--- src/rtl/matrix_scan_capture.sv ---
// Receive-side monitor for a row-scanned LED matrix: rebuilds 8x16 frames from the
// active-low one-hot row select and column data, commits clean frames to a snapshot.
module matrix_scan_capture #(
  parameter int ROWS  = 8,
  parameter int COLS  = 16,
  parameter int CNT_W = 16
) (
  input  logic               clk,
  input  logic               rst,
  input  logic [ROWS-1:0]    dinor_in,
  input  logic [COLS-1:0]    outc_in,
  input  logic               hold,
  input  logic               clr_err,
  input  logic [2:0]         rd_row,
  output logic [COLS-1:0]    rd_data,
  output logic               frame_done,
  output logic [CNT_W-1:0]   frame_cnt,
  output logic               err_multi,
  output logic               err_order,
  output logic               syncing
);

  localparam int RW = 3;
  localparam int CW = $clog2(ROWS + 1);
  localparam logic [RW-1:0] LAST_ROW = RW'(ROWS - 1);

  typedef enum logic {
    ST_SYNC    = 1'b0,
    ST_CAPTURE = 1'b1
  } state_t;

  // Input stage: all decode works on these registered copies.
  logic [ROWS-1:0]  din_q;
  logic [COLS-1:0]  outc_q;

  state_t           state_q, state_d;
  logic [RW-1:0]    cur_row_q, cur_row_d;

  logic [COLS-1:0]  work_q [ROWS];
  logic [COLS-1:0]  snap_q [ROWS];

  logic [COLS-1:0]  rd_data_q;
  logic             frame_done_q;
  logic [CNT_W-1:0] frame_cnt_q;
  logic             err_multi_q, err_multi_d;
  logic             err_order_q, err_order_d;
  logic             syncing_q;

  // Row decode
  logic [CW-1:0]    low_cnt;
  logic [RW-1:0]    dec_row;
  logic             is_blank;
  logic             is_valid;
  logic             is_multi;

  always_comb begin
    low_cnt = '0;
    dec_row = '0;
    for (int i = 0; i < ROWS; i++) begin
      if (!din_q[i]) begin
        low_cnt = low_cnt + CW'(1);
        dec_row = RW'(i);
      end
    end
  end

  assign is_blank = (low_cnt == CW'(0));
  assign is_valid = (low_cnt == CW'(1));
  assign is_multi = !is_blank && !is_valid;

  // FSM next-state and per-cycle actions
  logic             work_we;
  logic             commit;
  logic             set_multi;
  logic             set_order;
  logic [RW-1:0]    next_row;

  assign next_row = RW'(cur_row_q + RW'(1));

  always_comb begin
    state_d   = state_q;
    cur_row_d = cur_row_q;
    work_we   = 1'b0;
    commit    = 1'b0;
    set_multi = 1'b0;
    set_order = 1'b0;
    case (state_q)
      ST_SYNC: begin
        if (is_valid && dec_row == '0) begin
          state_d   = ST_CAPTURE;
          cur_row_d = '0;
          work_we   = 1'b1;
        end
      end
      ST_CAPTURE: begin
        if (is_multi) begin
          set_multi = 1'b1;
          state_d   = ST_SYNC;
        end else if (is_valid) begin
          if (dec_row == cur_row_q) begin
            work_we = 1'b1;
          end else if (cur_row_q != LAST_ROW && dec_row == next_row) begin
            cur_row_d = dec_row;
            work_we   = 1'b1;
          end else if (dec_row == '0 && cur_row_q == LAST_ROW) begin
            // Frame boundary: the row-0 sample also opens the next frame.
            commit    = !hold;
            cur_row_d = '0;
            work_we   = 1'b1;
          end else begin
            set_order = 1'b1;
            state_d   = ST_SYNC;
          end
        end
      end
      default: state_d = ST_SYNC;
    endcase
  end

  // A new error wins over a simultaneous clear.
  assign err_multi_d = (err_multi_q && !clr_err) || set_multi;
  assign err_order_d = (err_order_q && !clr_err) || set_order;

  always_ff @(posedge clk) begin
    if (!rst) begin
      din_q        <= '1;
      outc_q       <= '0;
      state_q      <= ST_SYNC;
      cur_row_q    <= '0;
      rd_data_q    <= '0;
      frame_done_q <= 1'b0;
      frame_cnt_q  <= '0;
      err_multi_q  <= 1'b0;
      err_order_q  <= 1'b0;
      syncing_q    <= 1'b1;
    end else begin
      din_q        <= dinor_in;
      outc_q       <= outc_in;
      state_q      <= state_d;
      cur_row_q    <= cur_row_d;
      rd_data_q    <= snap_q[rd_row];
      frame_done_q <= commit;
      if (commit) begin
        frame_cnt_q <= frame_cnt_q + CNT_W'(1);
      end
      err_multi_q  <= err_multi_d;
      err_order_q  <= err_order_d;
      syncing_q    <= (state_d == ST_SYNC);
    end
  end

  // A discarded partial frame needs no clearing: every row is rewritten before
  // the next commit can happen.
  always_ff @(posedge clk) begin
    if (!rst) begin
      for (int i = 0; i < ROWS; i++) begin
        work_q[i] <= '0;
      end
    end else if (work_we) begin
      work_q[dec_row] <= outc_q;
    end
  end

  // Snapshot takes the work buffer as it stood before this edge's row-0 write.
  always_ff @(posedge clk) begin
    if (!rst) begin
      for (int i = 0; i < ROWS; i++) begin
        snap_q[i] <= '0;
      end
    end else if (commit) begin
      for (int i = 0; i < ROWS; i++) begin
        snap_q[i] <= work_q[i];
      end
    end
  end

  assign rd_data    = rd_data_q;
  assign frame_done = frame_done_q;
  assign frame_cnt  = frame_cnt_q;
  assign err_multi  = err_multi_q;
  assign err_order  = err_order_q;
  assign syncing    = syncing_q;

endmodule

--- config.mk ---
export PLATFORM = sky130hd
export DESIGN_NAME = matrix_scan_capture
export DESIGN_NICKNAME = d
export VERILOG_FILES = /design/src/rtl/matrix_scan_capture.sv
export SDC_FILE = /design/constraint.sdc
export NUM_CORES = 1
export LEC_CHECK = 0
export BUFFER_PORTS_ARGS = -buffer_cell sky130_fd_sc_hd__clkbuf_2
export CORE_MARGIN = 1.5
export CORE_UTILIZATION = 57
export CTS_CLUSTER_SIZE = 25
export DETAILED_ROUTE_END_ITERATION = 12
export PLACE_DENSITY = 0.87
export SKIP_CTS_REPAIR_TIMING = 1
export SYNTH_ARGS = -nofsm -noshare
export SYNTH_HDL_FRONTEND = slang
export SYNTH_SLANG_ARGS = --single-unit
--- constraint.sdc ---
create_clock -name clk -period 11.07 [get_ports clk]
set_clock_uncertainty 0.05 [all_clocks]
set_input_delay 1.6605 -clock clk [delete_from_list [all_inputs] [get_ports clk]]
set_output_delay 1.6605 -clock clk [all_outputs]
set_load 0.01 [all_outputs]
==> flow_summary.yaml <==
status:
  status: "complete, no violations"
min_path:
  min_path_cells: 2
  hold_class: "reg -> reg"
logic_synthesis:
  synth-main-ff-cell: "edfxtp_1"
  post-synth-top-area-fraction_pct: 55.95
  postSynthNetCount: 1006
  synth_edf_count: 256
  ys_warn_count: 0
  synthesis.instances: 965
  synth-seq-cells: 320
  postSynthAreaPerCell_um2: 14.24
  ys_seq_area_share_pct: 65.27
  syn-cell-area_um2: 13740
  synth_area_leaders: "edfxtp_1, dfxtp_1, and2_1, mux4_2, and3_1"
  synth_top_cell_by_area: "edfxtp_1"
  async_reset_ff_share_pct: 0
  ys_types: 68
pwr:
  p_per_area_nw_per_um2: 165.0
  seq_power_share_pct: 54.8
  switchingPower_mw: 0.5524
  p_leak_nw: 6.095
  vdd_drop_max_v: 0.0001114
  intPower_mw: 1.945
  p_clk_share_pct: 38.6
  p_comb_share_pct: 6.6
  p_sw_share_pct: 22.12
sta:
  finalMaxSlewViolations: 0
  period_minus_slack_ns: 6.297
  timing.final.crit_share_pct: 56.89
  final_hold_viol_count: 0
  finalSetupTns_ns: 0
  rsz0062_at_grt: "false"
  setup_viol: 0
  max_freq_mhz: 158.8
  slew_headroom_pct: 28.17
  tightest_slew_ns: 1.077
setup_path:
  critical_path.startpoint: "din_q[1]$_SDFF_PN1_"
  worstPathCellList: "inv_1 > ha_1 > and2_1 > nor2_1 > inv_1 > ha_1 > nor2_1 > a21oi_1 > ha_1 > nand2b_1 > nand2_1 > ha_1 > nand2b_1 > o21a_1 > a41oi_1 > ha_1 > nor2b_1 > xnor3_1 > or3b_1 > o31a_1 > or2_2 > nand2_4 > buf_4"
  start_kind: "register"
  crit_slowest_cell: "buf_4"
  critPathKind: "reg -> reg"
  cp-end-kind: "register"
  critPathMaxFanout: 85
  r2r_end: "snap_q[6][6]$_SDFFCE_PN0P_"
  r2r_slack_ns: 4.77
  rr_worst_depth: 23
  r2r_start: "din_q[1]$_SDFF_PN1_"
  slowest_delay_ns: 0.92
  crit_end: "snap_q[6][6]$_SDFFCE_PN0P_"
  cp_data_required_time_ns: 11.18
  crit_arrival_ns: 6.41
  cpMostUsedCell: "ha_1"
cts:
  cts_tree: "done"
  cts.path.max_buffers: 3
  path_clk_slew_ns: 0.06
  cts_root_buf: "clkbuf_16"
  htreeDepth: 1
  cts_made_buffers: 30
  insertion_delay_ns: 0.55
  cts_sinks: 320
global_routing:
  grt_pass1_vias: 7446
  gr-total-overflow: 0
  grt_usage_pct: 23.24
  grt_pass1_wl_um: 43160
  antenna_found_initial: 2
  grt_max_degree: 102
die:
  io_pins: 67
  coreArea_um2: 23540
  rows: 56
  start_util_pct: 58.37
  fp.dieH_um: 158.3
  die-area_um2: 25050
  die_w_um: 158.3
detailed_routing:
  wl_per_cell_um: 20.92
  drtIter0Drc: 780
  viasPerCell: 5.787
  drc_errors: 0
  vias: 7806
  wl_um: 28220
  dr.pass1.iters: 5
  ant_nets: 0
cells_and_area:
  nets: 1046
  finalInstanceArea_um2: 15130
  layout_commonest_cell: "edfxtp_1"
  drive_gt1_share_pct: 15.84
  area.growth.synth_to_final_pct: 10.13
  layout_common_cells: "edfxtp_1, and2_1, and3_1"
  finalNonFillerCells: 1349
  final_util_pct: 64.28
placed_design:
  gp_congestion: 0.8151
  io_buffers: 66
  dp_cells: 1292
  placed_cell_area_um2: 14210
  hpwl_um: 18000
job:
  max-cap-violations: 0
-- critical path: cells and delay by family (launching register included) --
family / cells / cell delay (ns)
fa+ha+maj: 5 / 1.32
compound gates: 4 / 0.65
flops: 1 / 0.35
buf+inv: 3 / 1.04
xor+xnor: 1 / 0.27
simple gates: 10 / 2.14
-- per-layer routing --
| metal | GRT usage [%] | share of wire (%) | vias to the layer above |
|---|---|---|---|
| met5 | 0 | 0 | - |
| met4 | 6.320 | 2.8 | 0 |
| met3 | 4.219 | 8.9 | 54 |
| met2 | 36.51 | 46 | 325 |
| met1 | 33.70 | 42 | 3816 |
| li1 | - | - | 3611 |
-- cell usage after synthesis (5+ instances only) --
cell type and number:
edfxtp_1 256, and2_1 181, and3_1 105, dfxtp_1 64, clkbuf_1 40, nand2_1 33
mux4_2 32, nand2b_1 30, mux2i_1 27, nor2b_1 22, inv_1 11, nand3_1 11
xnor2_1 11, ha_1 10, nand4_1 10, o21ai_0 10, buf_2 9, nor2_1 9
nand3b_1 7, a21oi_1 6, buf_1 6, buf_6 5, nor4_1 5
-- metrics by stage --
step / hold slack [ns] / setup WS, ns / total power, mW
after floorplan: 0.4231 / 3.799 / 1.510
after global placement: 0.4072 / 5.023 / 1.550
after detailed placement: 0.4180 / 4.831 / 1.558
after CTS: 0.4269 / 4.812 / 2.505
after global routing: 0.4692 / 4.373 / 2.568
final: 0.4282 / 4.773 / 2.497
-- power by group through the flow --
stage | sequential, mW | combinational, mW | clock, mW
after floorplan | 1.38 | 0.132 | 0
after global placement | 1.39 | 0.159 | 0
after detailed placement | 1.39 | 0.165 | 0
after CTS | 1.37 | 0.166 | 0.971
after global routing | 1.37 | 0.180 | 1.02
final | 1.37 | 0.164 | 0.964
-- how the worst min path moves through the flow --
stage / from / to / slack [ns]
CTS: frame_cnt[15]$_SDFFE_PN0P_ / frame_cnt[15]$_SDFFE_PN0P_ / 0.43
floorplan: cur_row_q[2]$_SDFFE_PN0P_ / cur_row_q[2]$_SDFFE_PN0P_ / 0.42
detailed placement: frame_cnt[15]$_SDFFE_PN0P_ / frame_cnt[15]$_SDFFE_PN0P_ / 0.42
finish: frame_cnt[15]$_SDFFE_PN0P_ / frame_cnt[15]$_SDFFE_PN0P_ / 0.43
global placement: frame_cnt[15]$_SDFFE_PN0P_ / frame_cnt[15]$_SDFFE_PN0P_ / 0.41
global route: frame_cnt[5]$_SDFFE_PN0P_ / frame_cnt[5]$_SDFFE_PN0P_ / 0.47
-- state kept, by name, summed over array words and instances, names as in the netlist, 3 cells and up --
name and cells:
din_q 8, frame_cnt 16, snap_q 128, rd_data 16, outc_q 16, work_q 128
cur_row_q 3
-- final cells by class --
type,instances,area (µm²)
Tap cell,319,399.1
Multi-Input combinational cell,569,4424
Inverter,13,48.80
Timing Repair Buffer,71,370.4
Clock buffer,51,890.9
Clock inverter,5,27.53
Fill cell,1638,8411
Antenna cell,1,2.502
Sequential cell,320,8969
-- kinds of logic after synthesis --
group | share of synthesized area (%)
simple gates | 20.15
compound gates | 2.432
flops | 65.27
xor+xnor | 1.357
fa+ha+maj | 0.9106
mux | 7.294
buf+inv | 2.586
(Power assumes the default switching activity.)
